[config.mk]
export PLATFORM = sky130hd
export DESIGN_NAME = video_timing_gen
export DESIGN_NICKNAME = d
export VERILOG_FILES = /design/src/rtl/video_timing_gen.sv
export SDC_FILE = /design/constraint.sdc
export NUM_CORES = 1
export LEC_CHECK = 0
export ABC_AREA = 1
export CORE_MARGIN = 4
export CORE_UTILIZATION = 48
export CTS_BUF_LIST = sky130_fd_sc_hd__clkbuf_4 sky130_fd_sc_hd__clkbuf_8 sky130_fd_sc_hd__clkbuf_16
export DETAILED_ROUTE_END_ITERATION = 16
export HOLD_SLACK_MARGIN = 0.08
export PLACE_DENSITY = 0.76
export SLEW_MARGIN = 20
export SYNTH_ARGS = -nofsm -noshare
export SYNTH_HDL_FRONTEND = slang
export SYNTH_SLANG_ARGS = --single-unit
[constraint.sdc]
create_clock -name pixel_clk -period 1.91 [get_ports pixel_clk]
set_clock_uncertainty 0.05 [all_clocks]
set_input_delay 0.2865 -clock pixel_clk [delete_from_list [all_inputs] [get_ports pixel_clk]]
set_output_delay 0.2865 -clock pixel_clk [all_outputs]
set_load 0.1 [all_outputs]
[src/rtl/video_timing_gen.sv]
// Raster timing generator: coordinate counters, active/sync decode and a programmable
// delay line that aligns hsync/vsync/vde with the downstream pixel pipeline.
module video_timing_gen #(
    parameter int unsigned H_ACTIVE   = 1280,
    parameter int unsigned H_FP       = 110,
    parameter int unsigned H_SYNC     = 40,
    parameter int unsigned H_BP       = 220,
    parameter int unsigned V_ACTIVE   = 720,
    parameter int unsigned V_FP       = 5,
    parameter int unsigned V_SYNC     = 5,
    parameter int unsigned V_BP       = 20,
    parameter bit          HSYNC_POL  = 1'b1,
    parameter bit          VSYNC_POL  = 1'b1,
    parameter int unsigned SYNC_DELAY = 3
) (
    input  logic        pixel_clk,
    input  logic        rst_n,
    input  logic        run,
    output logic        active,
    output logic [10:0] x_coord,
    output logic [9:0]  y_coord,
    output logic        hsync,
    output logic        vsync,
    output logic        vde,
    output logic        frame_start,
    output logic [15:0] frame_count
);

    localparam logic [10:0] L_H_ACT  = 11'(H_ACTIVE);
    localparam logic [10:0] L_HS_BEG = 11'(H_ACTIVE + H_FP);
    localparam logic [10:0] L_HS_END = 11'(H_ACTIVE + H_FP + H_SYNC);
    localparam logic [10:0] L_H_LAST = 11'(H_ACTIVE + H_FP + H_SYNC + H_BP - 1);
    localparam logic [9:0]  L_V_ACT  = 10'(V_ACTIVE);
    localparam logic [9:0]  L_VS_BEG = 10'(V_ACTIVE + V_FP);
    localparam logic [9:0]  L_VS_END = 10'(V_ACTIVE + V_FP + V_SYNC);
    localparam logic [9:0]  L_V_LAST = 10'(V_ACTIVE + V_FP + V_SYNC + V_BP - 1);
    // {hsync, vsync, de} when nothing is being displayed
    localparam logic [2:0]  L_IDLE_SYNC = {~HSYNC_POL, ~VSYNC_POL, 1'b0};

    typedef enum logic {StIdle, StRun} state_t;

    state_t      r_state;
    logic [10:0] r_x;
    logic [9:0]  r_y;
    logic        r_active;
    logic        r_frame_start;
    logic [15:0] r_frame_count;
    logic [2:0]  r_dly [SYNC_DELAY+1];

    logic [10:0] w_x_nxt;
    logic [9:0]  w_y_nxt;
    logic        w_fs_nxt;
    logic        w_wrap;
    logic        w_act_nxt;
    logic        w_hs_raw;
    logic        w_vs_raw;

    // Decodes use the next-state counters so they line up with the registered coordinates.
    always_comb begin
        w_x_nxt  = '0;
        w_y_nxt  = '0;
        w_fs_nxt = 1'b0;
        w_wrap   = 1'b0;
        if (run) begin
            if (r_state == StIdle) begin
                w_fs_nxt = 1'b1;
            end else if (r_x == L_H_LAST) begin
                if (r_y == L_V_LAST) begin
                    w_fs_nxt = 1'b1;
                    w_wrap   = 1'b1;
                end else begin
                    w_y_nxt = r_y + 10'd1;
                end
            end else begin
                w_x_nxt = r_x + 11'd1;
                w_y_nxt = r_y;
            end
        end
        w_act_nxt = run && (w_x_nxt < L_H_ACT) && (w_y_nxt < L_V_ACT);
        w_hs_raw  = (run && (w_x_nxt >= L_HS_BEG) && (w_x_nxt < L_HS_END)) ? HSYNC_POL : ~HSYNC_POL;
        w_vs_raw  = (run && (w_y_nxt >= L_VS_BEG) && (w_y_nxt < L_VS_END)) ? VSYNC_POL : ~VSYNC_POL;
    end

    always_ff @(posedge pixel_clk or negedge rst_n) begin
        if (!rst_n) begin
            r_state       <= StIdle;
            r_x           <= '0;
            r_y           <= '0;
            r_active      <= 1'b0;
            r_frame_start <= 1'b0;
            r_frame_count <= '0;
        end else begin
            r_state       <= run ? StRun : StIdle;
            r_x           <= w_x_nxt;
            r_y           <= w_y_nxt;
            r_active      <= w_act_nxt;
            r_frame_start <= w_fs_nxt;
            if (w_wrap) begin
                r_frame_count <= r_frame_count + 16'd1;
            end
        end
    end

    // Stage 0 is coincident with the coordinates; the outputs tap stage SYNC_DELAY.
    always_ff @(posedge pixel_clk or negedge rst_n) begin
        if (!rst_n) begin
            for (int unsigned i = 0; i <= SYNC_DELAY; i++) begin
                r_dly[i] <= L_IDLE_SYNC;
            end
        end else begin
            r_dly[0] <= {w_hs_raw, w_vs_raw, w_act_nxt};
            for (int unsigned i = 1; i <= SYNC_DELAY; i++) begin
                r_dly[i] <= r_dly[i-1];
            end
        end
    end

    assign x_coord     = r_x;
    assign y_coord     = r_y;
    assign active      = r_active;
    assign frame_start = r_frame_start;
    assign frame_count = r_frame_count;
    assign hsync       = r_dly[SYNC_DELAY][2];
    assign vsync       = r_dly[SYNC_DELAY][1];
    assign vde         = r_dly[SYNC_DELAY][0];

endmodule
Yosys cells after proc, flatten, opt, wreduce, memory -nomap -nowiden
Index checks and enable logic that the tools add are counted.
{"block": "word_totals", "out_inout_bits": 42, "reg_bits": 52, "elab_cells": 43, "input_bits": 3}
{"block": "op_classes", "muxes": 16, "n_lt_le_gt_ge": 6, "n_eq_ne": 2, "n_addsub": 3, "reduce_logical": 6}
{"op": "2-to-1 mux 10 bit", "count": 4}
{"op": "2-to-1 mux 11 bit", "count": 3}
{"op": "< comparator 11 bit, second input constant", "count": 2}
{"op": "< comparator 10 bit, second input constant", "count": 2}
{"op": "adder 16 x 1 -> 16 bit, second input constant", "count": 1}
{"op": "adder 11 x 1 -> 11 bit, second input constant", "count": 1}
{"op": "equality test 11 bit, second input constant", "count": 1}
{"op": ">= comparator 11 bit, second input constant", "count": 1}
{"op": "adder 10 x 1 -> 10 bit, second input constant", "count": 1}
{"op": "equality test 10 bit, second input constant", "count": 1}
{"op": ">= comparator 10 bit, second input constant", "count": 1}
{"op": "2-to-1 mux 1 bit", "count": 9}
{"op": "logical AND 1 bit", "count": 6}

Logic depth before layout (Yosys ltp)
Gate-level depths: netlist (run 1).
{"block": "depth", "word_depth": 9, "ltp_mapped": 15, "ltp_nobuf": 15}

Worst setup path before layout (run 1)
No wires, ideal clock.
{"block": "synth_timing", "kind": "register to register", "from": "register r_x[0], in the netlist x_coord[0]", "to": "register r_frame_count[15], in the netlist frame_count[15]", "path_buffers": 0, "slack_ps": -647, "t_required_ps": 1736, "setup_time_ps": 124, "arrival_time_ps": 2382, "synth_period_minus_slack_ps": 2557, "path_stages_with_launch": 12, "path_cell_list": "dfrtp_1 ha_1 nand2_2 nor2_4 nand3_4 nor2_4 nand2_4 nor2_4 nand3_2 nor2_2 nand2_1 xor2_1"}
{"block": "synth_via", "elab_chain_len": 4}
{"element": "start, declared", "line_no": "43", "rtl": "logic [10:0] r_x;"}
{"element": "start signal, assigned", "line_no": "94", "rtl": "r_x <= w_x_nxt;"}
{"element": "equality test 11 bit", "line_no": "67", "rtl": "end else if (r_x == L_H_LAST) begin"}
{"element": "2-to-1 mux 1 bit", "line_no": "67"}
{"element": "2-to-1 mux 1 bit", "line_no": "65", "rtl": "if (r_state == StIdle) begin"}
{"element": "2-to-1 mux 1 bit", "line_no": "64", "rtl": "if (run) begin"}
{"element": "end signal, assigned", "line_no": "99", "rtl": "r_frame_count <= r_frame_count + 16'd1;"}
{"element": "end, declared", "line_no": "47", "rtl": "logic [15:0] r_frame_count;"}
No other way between the ends.
A chain may end at the register's enable or synchronous reset.

Final worst setup path (run 1)
{"block": "layout_timing", "from": "register r_x[1], in the netlist x_coord[1]", "to": "register r_frame_count[15], in the netlist frame_count[15]"}
The elaborated chain is that of the path after synthesis.

==> impl_metrics.toml, run 1 <==
[outcome]
run_status = "finished, violations left"
violations = "negative setup slack"

[clock_tree]
cts_tree = "built"
cts_num_sinks = 51
clockRootBuffer = "clkbuf_8"
numCtsBuffers = 5
path_clk_slew_ns = 0.11
clk-insertion-delay-late_ns = 0.32
clk_path_buf_depth = 2
cts_max_level = 2

[detailed_routing]
drc = 0
ant_nets = 0
drt_iter0_markers = 88
routed_wl_um = 7130
wire_per_inst_um = 13.9
vias = 2569
vias_per_cell = 5.03
drt_first_pass_iters = 4

[critical_path]
worstSetupPathType = "flip-flop to flip-flop"
reg2reg_to = "frame_count[15]$_DFFE_PN0P_"
critPathCaptureType = "flip-flop"
r2r_start = "x_coord[1]$_DFF_PN0_"
rr_worst_depth = 12
cp.required_ns = 2.07
cp-start-kind = "flip-flop"
cp-startpoint = "x_coord[1]$_DFF_PN0_"
r2r_setup_slack_ns = -0.04
arrival_ns = 2.11
worstPathMaxFanout = 6

[placed_design]
dp_hpwl_um = 5210
port_buffers = 44
dp_slack_ns = -0.0790
globalplace.congestion = 0.953
dp_cells = 493

[synthesis]
synth_top_area_share = 0.465
synth_cell_types = 28
postSynthAreaPerCell_um2 = 7.97
synth-main-ff-cell = "dfrtp_1"
ys_ff_latch = 51
netlist_area_um2 = 2740
synthTopCellsByArea = "dfrtp_1, nand2_1, nor2_1"
async_reset_ff_frac = 1.00
synthesis.nets = 352
synthTopCellsByCount = "nand2_1, dfrtp_1, nor2_1"
syn_inst = 344
synth.most_common_cell = "nand2_1"
synth_edf_count = 0
yosysWarnings = 0
ys_seq_area_frac = 0.465
yosysTopAreaCell = "dfrtp_1"

[global_route]
grt_overflow = 0
grt_use_total = 0.201
grt_pass1_vias = 2522
grt_pass1_wl_um = 11500
antenna_found_initial = 0
grt_max_degree = 52

[sta]
finalCritPeriodShare = 1.02
finalMaxSlewViolations = 0
fmax_ghz = 0.512
rsz0062_at_grt = "yes"
tightest_slew_ns = 0.422
finalWorstSetupSlack_ns = -0.0440
report.final.setup_viol = 5
fin_hold_ws_ns = 0.310
period_minus_slack_ns = 1.95
timing_hold_violations_final = 0
relSlewSlack = 0.714

[pwr]
p_leak_nw = 1.91
finalPower_w = 0.00191
power_density_nw_per_um2 = 466
ir_drop_v = 0.000307

[floorplan]
die_y_um = 83.6
coreArea_um2 = 5540
io_pins = 45
core.rowCount = 27
die_w_um = 83.6
die_area_um2 = 6990
initial_core_util = 0.495

[min_path]
holdPathStages = 0
worstHoldPathType = "flip-flop to flip-flop"
min_to = "r_dly[5]$_DFF_PN0_"
holdCritStartpoint = "r_dly[8]$_DFF_PN0_"

[cells_and_area]
area_delta_synth_final_pct = 49.0
n_antenna_cell = 0
final_layout_size_suffix_gt1_frac = 0.424
fin_cells = 511
nets = 446

[run]
drv_cap = 0
-- worst max-delay path by stage --
| stage | slack, ns | cells after the start | to |
|---|---|---|---|
| 3_3_place_gp | -0.04 | 12 | frame_count[15]$_DFFE_PN0P_ |
| 4_1_cts | -0.02 | 12 | frame_count[15]$_DFFE_PN0P_ |
| 5_1_grt | -0.17 | 12 | frame_count[8]$_DFFE_PN0P_ |
| 6_report | -0.04 | 12 | frame_count[15]$_DFFE_PN0P_ |
| 2_1_floorplan | -0.17 | 12 | frame_count[15]$_DFFE_PN0P_ |
| 3_5_place_dp | -0.08 | 12 | frame_count[15]$_DFFE_PN0P_ |
-- through the flow --
stage               setup TNS [ns]  instance area [µm²]   util
floorplan                   -0.458                 2820      -
CTS                        -0.0331                 3900  0.704
finish                      -0.120                 4090  0.738
global placement           -0.0350                 3760  0.678
detailed placement          -0.145                 3760  0.678
global route                 -1.36                 4090  0.738
-- layer usage --
layer / share of wire / GRT usage
met4: 0.019 / 0.0570
met3: 0.057 / 0.0415
met1: 0.41 / 0.253
met5: 0 / 0
met2: 0.51 / 0.347
-- area by class of cell --
type	instances	area, µm²
Clock buffer	5	68.8
Clock inverter	3	27.5
Fill cell	421	1450
Inverter	52	195
Multi-Input combinational cell	239	1420
Sequential cell	51	1340
Tap cell	72	90.1
Timing Repair Buffer	89	945
-- registers in the layout (all words and copies together) (netlist names) --
name         count
frame_count     16
frame_start      1
hsync            1
r_dly            9
r_state          1
vde              1
vsync            1
x_coord         11
y_coord         10
-- kinds of logic after synthesis --
family,share of synthesized area
compound gates,0.0210
xor+xnor,0.0671
fa+ha+maj,0.0228
buf+inv,0.0757
flops,0.465
mux,0.00411
simple gates,0.344
-- layout by cell type, fill, tap and decap left out, types with 2 or more instances in the layout --
cell,n
nand3_4,2
nand2_1,80
clkbuf_8,5
nor2_4,10
nor3_1,5
inv_1,46
nor2_1,38
nand4_1,12
buf_12,21
xnor2_2,3
ha_4,2
xor2_1,14
nand2_2,10
nor2_2,11
o21ai_0,5
buf_6,3
nand3_2,5
nand3_1,21
o21ai_1,2
dfrtp_2,24
buf_4,62
xnor2_1,4
ha_2,2
dfrtp_4,9
inv_2,6
a21oi_1,2
dfrtp_1,18
-- report_power, final --
group	internal [W]	leakage (nW)	total, W	switching (W)
registers	0.00109	0.631	0.00110	0.00000835
clock network	0.000272	0.0467	0.000672	0.000400
logic	0.0000446	1.23	0.000137	0.0000926
-- critical path: stages (launching register included) --
cell     delay, ns
dfrtp_4       0.50
inv_2         0.07
ha_4          0.14
nand2_2       0.06
nor2_4        0.11
nand3_4       0.13
nor2_4        0.18
nand2_4       0.09
nor2_4        0.10
nand3_2       0.10
nor2_4        0.12
nand2_2       0.06
xor2_1        0.15
-- repair_timing --
item	CTS	global route
setup endpoints to repair	3	13
setup buffers	3	6
pin swaps	5	17
hold buffers	1	0
resized for setup	4	39
hold endpoints to repair	51	0
No activity file was read; power rests on OpenSTA's default activity.
==> run 2, diff against run 1 <==
- PLACE_DENSITY: 0.76 -> 0.73
- SKIP_CTS_REPAIR_TIMING: unset -> 1
==> run 2 against run 1 <==
  * The run still ends with negative setup slack left
  * Final cell count decreased by 1.8%
  * Non-clock buffer count decreased by 9
  * Via count decreased by 0.35%
  * Combinational power about the same
  * Sequential power about the same
  * Flip-flop and latch count unchanged
  * Worst setup slack got worse by 0.0015 ns
  * Maximum frequency about the same
  * Clock power decreased by 4.5%
  * Critical path type unchanged
==> impl_metrics.toml, run 2 (same netlist as run 1, synthesis figures left out) <==
[outcome]
run_status = "finished, violations left"
violations = "negative setup slack"

[global_route]
grtUsageMet2 = 0.318
met3_usage = 0.0346
grt_use_total = 0.193
busiest_layer = "met2"
use_met1 = 0.256
grt_pass1_wl_um = 11100
grt_overflow = 0
grt_max_degree = 52
grt_pass1_vias = 2438
antenna_found_initial = 0

[critical_path]
critPathCaptureType = "flip-flop"
cp.required_ns = 2.06
worstSetupPathType = "flip-flop to flip-flop"
arrival_ns = 2.11
worstPathMaxFanout = 7
r2r_start = "x_coord[1]$_DFF_PN0_"
cp-start-kind = "flip-flop"
rr_worst_depth = 12
reg2reg_to = "frame_count[15]$_DFFE_PN0P_"
r2r_setup_slack_ns = -0.05

[sta]
finalWorstSetupSlack_ns = -0.0455
relSlewSlack = 0.767
finalCritPeriodShare = 1.02
rsz0062_at_grt = "yes"
finalMaxSlewViolations = 0
period_minus_slack_ns = 1.96
fmax_ghz = 0.511
fin_hold_ws_ns = 0.304
tightest_slew_ns = 0.344
report.final.setup_viol = 3
timing_hold_violations_final = 0

[detailed_routing]
drc = 0
drt_first_pass_iters = 4
drt_iter0_markers = 113
vias = 2560
routed_wl_um = 6760
ant_nets = 0
vias_per_cell = 5.10
wire_per_inst_um = 13.5

[placed_design]
globalplace.congestion = 0.979
place_area_um2 = 3730
dp_slack_ns = -0.0807
dp_hpwl_um = 5110
port_buffers = 44

[cells_and_area]
largest_register_ffs = 16
most-common-layout-cells = "nand2_1, buf_4, inv_1"
nets = 437
final_layout_size_suffix_gt1_frac = 0.409
post-route-util = 0.723
area_delta_synth_final_pct = 46.1
n_antenna_cell = 0
multi_input_area_um2 = 1420
fin_area_um2 = 4010
regArea_um2 = 1340
final_common_cell = "nand2_1"
fill_cells = 426

[floorplan]
die_y_um = 83.6
core.rowCount = 27
io_pins = 45
coreArea_um2 = 5540
die_area_um2 = 6990
initial_core_util = 0.495
die_w_um = 83.6

[clock_tree]
cts_tree = "built"
clk_path_buf_depth = 2
cts_max_level = 2
clk-insertion-delay-late_ns = 0.31
cts_num_sinks = 51
path_clk_slew_ns = 0.10
clockRootBuffer = "clkbuf_8"
numCtsBuffers = 5

[pwr]
ir_drop_v = 0.000275
power_density_nw_per_um2 = 468
p_clk_frac = 0.342
p_comb_frac = 0.074
p_leak_nw = 1.87
p_sw_frac = 0.256
finalPower_w = 0.00188
seqPwrFrac = 0.584
p_int_w = 0.00139
switchingPower_w = 0.000480

[min_path]
holdCritStartpoint = "r_dly[6]$_DFF_PN0_"
holdPathStages = 0
min_to = "r_dly[3]$_DFF_PN0_"
worstHoldPathType = "flip-flop to flip-flop"

[run]
drv_cap = 0
[run 2: through the flow]
step	instances	TNS [ns]
detailed placement	490	-0.121
CTS	498	-0.210
finish	502	-0.0590
floorplan	344	-0.458
global placement	490	-0.0207
global route	502	-0.696
[run 2: power groups by stage]
stage	Combinational [W]	Clock, W	Sequential [W]
finish	0.000139	0.000642	0.00109
global route	0.000150	0.000708	0.00110
CTS	0.000133	0.000657	0.00109
detailed placement	0.000132	0	0.00112
global placement	0.000130	0	0.00112
floorplan	0.0000270	0	0.00115
[run 2: worst max-delay path by stage]
stage	from	endpoint	slack [ns]	depth (start not counted)
floorplan	x_coord[1]$_DFF_PN0_	frame_count[15]$_DFFE_PN0P_	-0.17	12
CTS	x_coord[1]$_DFF_PN0_	frame_count[15]$_DFFE_PN0P_	-0.1	12
finish	x_coord[1]$_DFF_PN0_	frame_count[15]$_DFFE_PN0P_	-0.05	12
detailed placement	x_coord[1]$_DFF_PN0_	frame_count[15]$_DFFE_PN0P_	-0.08	12
global placement	x_coord[1]$_DFF_PN0_	frame_count[15]$_DFFE_PN0P_	-0.01	12
global route	x_coord[1]$_DFF_PN0_	r_dly[10]$_DFF_PN0_	-0.14	15
[run 2: metal layers]
layer,vias to the layer above,routed length [µm]
li1,1237,-
met1,1228,2960
met2,82,3340
met3,13,354
met4,0,106
met5,-,0
[run 2: critical path: stages (launching register included)]
cell and delay [ns]:
dfrtp_4 0.49, inv_2 0.07, ha_4 0.15, nand2_4 0.06, nor2_4 0.10, nand3_4 0.14
nor2_4 0.15, nand2_4 0.09, nor2_4 0.15, nand3_4 0.10, nor2_4 0.11, nand2_1 0.07
xor2_1 0.14
[run 2: final cells by class]
| type | instances | area share |
|---|---|---|
| flip-flops and latches | 51 | 0.334 |
| repair buffers | 80 | 0.217 |
| inverters | 52 | 0.0487 |
| clock buffers | 5 | 0.0172 |
| multi-input cells | 239 | 0.354 |
| well taps | 72 | 0.0225 |
| clock inverters | 3 | 0.00593 |
==> run 3, diff against run 2 <==
- TNS_END_PERCENT: unset -> 50
==> run 3 against run 2 <==
  * Core utilization rose by 0.14 points
  * Die area did not move
  * Critical path depth did not move
  * The flow still finishes with violations (negative setup slack)
  * First-iteration DRC count rose by 12%
  * Sequential share of layout area fell by 0.063 points
  * Via count rose by 0.27%
  * Sequential power barely moved
  * Clock power fell by 0.6%
==> impl_metrics.toml, run 3 (same netlist as run 1, synthesis figures left out) <==
[floorplan]
die_area_um2 = 6990
initial_core_util = 0.495
core.rowCount = 27
io_pins = 45
die_w_um = 83.6
die_y_um = 83.6
coreArea_um2 = 5540

[critical_path]
cp-start-kind = "flip-flop"
r2r_start = "x_coord[1]$_DFF_PN0_"
cp.required_ns = 2.06
worstPathMaxFanout = 7
path_common_cell = "nor2_4"
slowest_stage = "dfrtp_4"
max_stage_delay_ns = 0.49
arrival_ns = 2.11
critPathCaptureType = "flip-flop"
worstSetupPathType = "flip-flop to flip-flop"
cp-startpoint = "x_coord[1]$_DFF_PN0_"
cp_cell_sequence = "inv_2, ha_4, nand2_4, nor2_4, nand3_4, nor2_4, nand2_4, nor2_4, nand3_4, nor2_4, nand2_1, xor2_1"
rr_worst_depth = 12

[global_route]
use_met1 = 0.256
grtUsageMet2 = 0.318
grt_overflow = 0
grt_max_degree = 52
met3_usage = 0.0346
busiest_layer = "met2"
grt_pass1_wl_um = 11100
grt_use_total = 0.193
grt_pass1_vias = 2438
antenna_found_initial = 0

[sta]
finalCritPeriodShare = 1.02
timing_hold_violations_final = 0
rsz0062_at_grt = "yes"
fmax_ghz = 0.511
fin_tns_setup_ns = -0.0504
report.final.setup_viol = 3
period_minus_slack_ns = 1.96
finalMaxSlewViolations = 0
finalWorstSetupSlack_ns = -0.0474
tightest_slew_ns = 0.344
relSlewSlack = 0.767

[detailed_routing]
drt_iter0_markers = 127
wire_per_inst_um = 13.5
drc = 0
drt_first_pass_iters = 5
routed_wl_um = 6760
vias = 2567
ant_nets = 0
vias_per_cell = 5.11

[min_path]
worstHoldPathType = "flip-flop to flip-flop"
holdCritStartpoint = "r_dly[6]$_DFF_PN0_"
holdPathStages = 0

[outcome]
violations = "negative setup slack"
run_status = "finished, violations left"

[clock_tree]
clk-insertion-delay-late_ns = 0.31
path_clk_slew_ns = 0.10
clk_path_buf_depth = 2
cts_num_sinks = 51
numCtsBuffers = 5
cts_max_level = 2
cts_tree = "built"
clockRootBuffer = "clkbuf_8"

[cells_and_area]
largest_register_ffs = 16
fin_cells = 502
final_common_cell = "nand2_1"
area_delta_synth_final_pct = 46.4
nets = 437
n_antenna_cell = 0
final_layout_size_suffix_gt1_frac = 0.414
most-common-layout-cells = "nand2_1, buf_4, inv_1"

[placed_design]
dp_cells = 490
globalplace.congestion = 0.979
dp_hpwl_um = 5110
port_buffers = 44

[pwr]
p_leak_nw = 1.87
power_density_nw_per_um2 = 466
ir_drop_v = 0.000275

[run]
drv_cap = 0
-- run 3: cell counts in the layout (fill, tap and decap cells not counted) --
No cell type changed its count.
-- run 3: final cells by class --
type / instances / area [µm²]
multi-input combinational: 239 / 1430
clock buffer: 5 / 68.8
inverter: 52 / 195
fill: 425 / 1530
timing repair buffer: 80 / 870
sequential: 51 / 1340
clock inverter: 3 / 23.8
tap: 72 / 90.1
-- run 3: power by group --
part	internal (W)	switching, W	leakage (nW)
sequential	0.00109	0.00000695	0.631
clock	0.000263	0.000375	0.0408
combinational	0.0000445	0.0000944	1.20
total	0.00139	0.000477	1.87
-- run 3: metrics by stage --
stage | cell area [µm²] | util | total power (W) | worst slack [ns] | hold WS (ns)
floorplan | 2820 | - | 0.00118 | -0.173 | -0.0591
global placement | 3730 | 0.674 | 0.00125 | -0.00974 | 0.244
detailed placement | 3730 | 0.674 | 0.00125 | -0.0807 | 0.249
CTS | 3830 | 0.691 | 0.00188 | -0.0983 | -0.0857
global route | 4020 | 0.725 | 0.00195 | -0.141 | 0.322
finish | 4020 | 0.725 | 0.00187 | -0.0474 | 0.304
-- run 3: worst paths after layout --
| check | endpoint | slack (ns) |
|---|---|---|
| worst max-delay path | frame_count[15]$_DFFE_PN0P_ | -0.05 |
| min in group asynchronous | hsync$_DFF_PN0_ | 0.45 |
| worst min register to register | r_dly[3]$_DFF_PN0_ | 0.30 |
| worst max register to register | frame_count[15]$_DFFE_PN0P_ | -0.05 |
| worst min-delay path | r_dly[3]$_DFF_PN0_ | 0.30 |
| max in group asynchronous | x_coord[9]$_DFF_PN0_ | 1.11 |
-- run 3: per-layer routing --
metal  vias up  wire (µm)
li1       1237          -
met1      1228       3010
met2        86       3290
met3        16        326
met4         0        134
met5         -          0
-- run 3: worst max-delay path: cells and delay by family (launching register included) --
| kind | cells | cell delay (ns) |
|---|---|---|
| AND/OR/NAND/NOR | 9 | 0.97 |
| flip-flops | 1 | 0.49 |
| adder cells (fa/ha/maj) | 1 | 0.15 |
| XOR/XNOR | 1 | 0.14 |
| buffers and inverters | 1 | 0.07 |
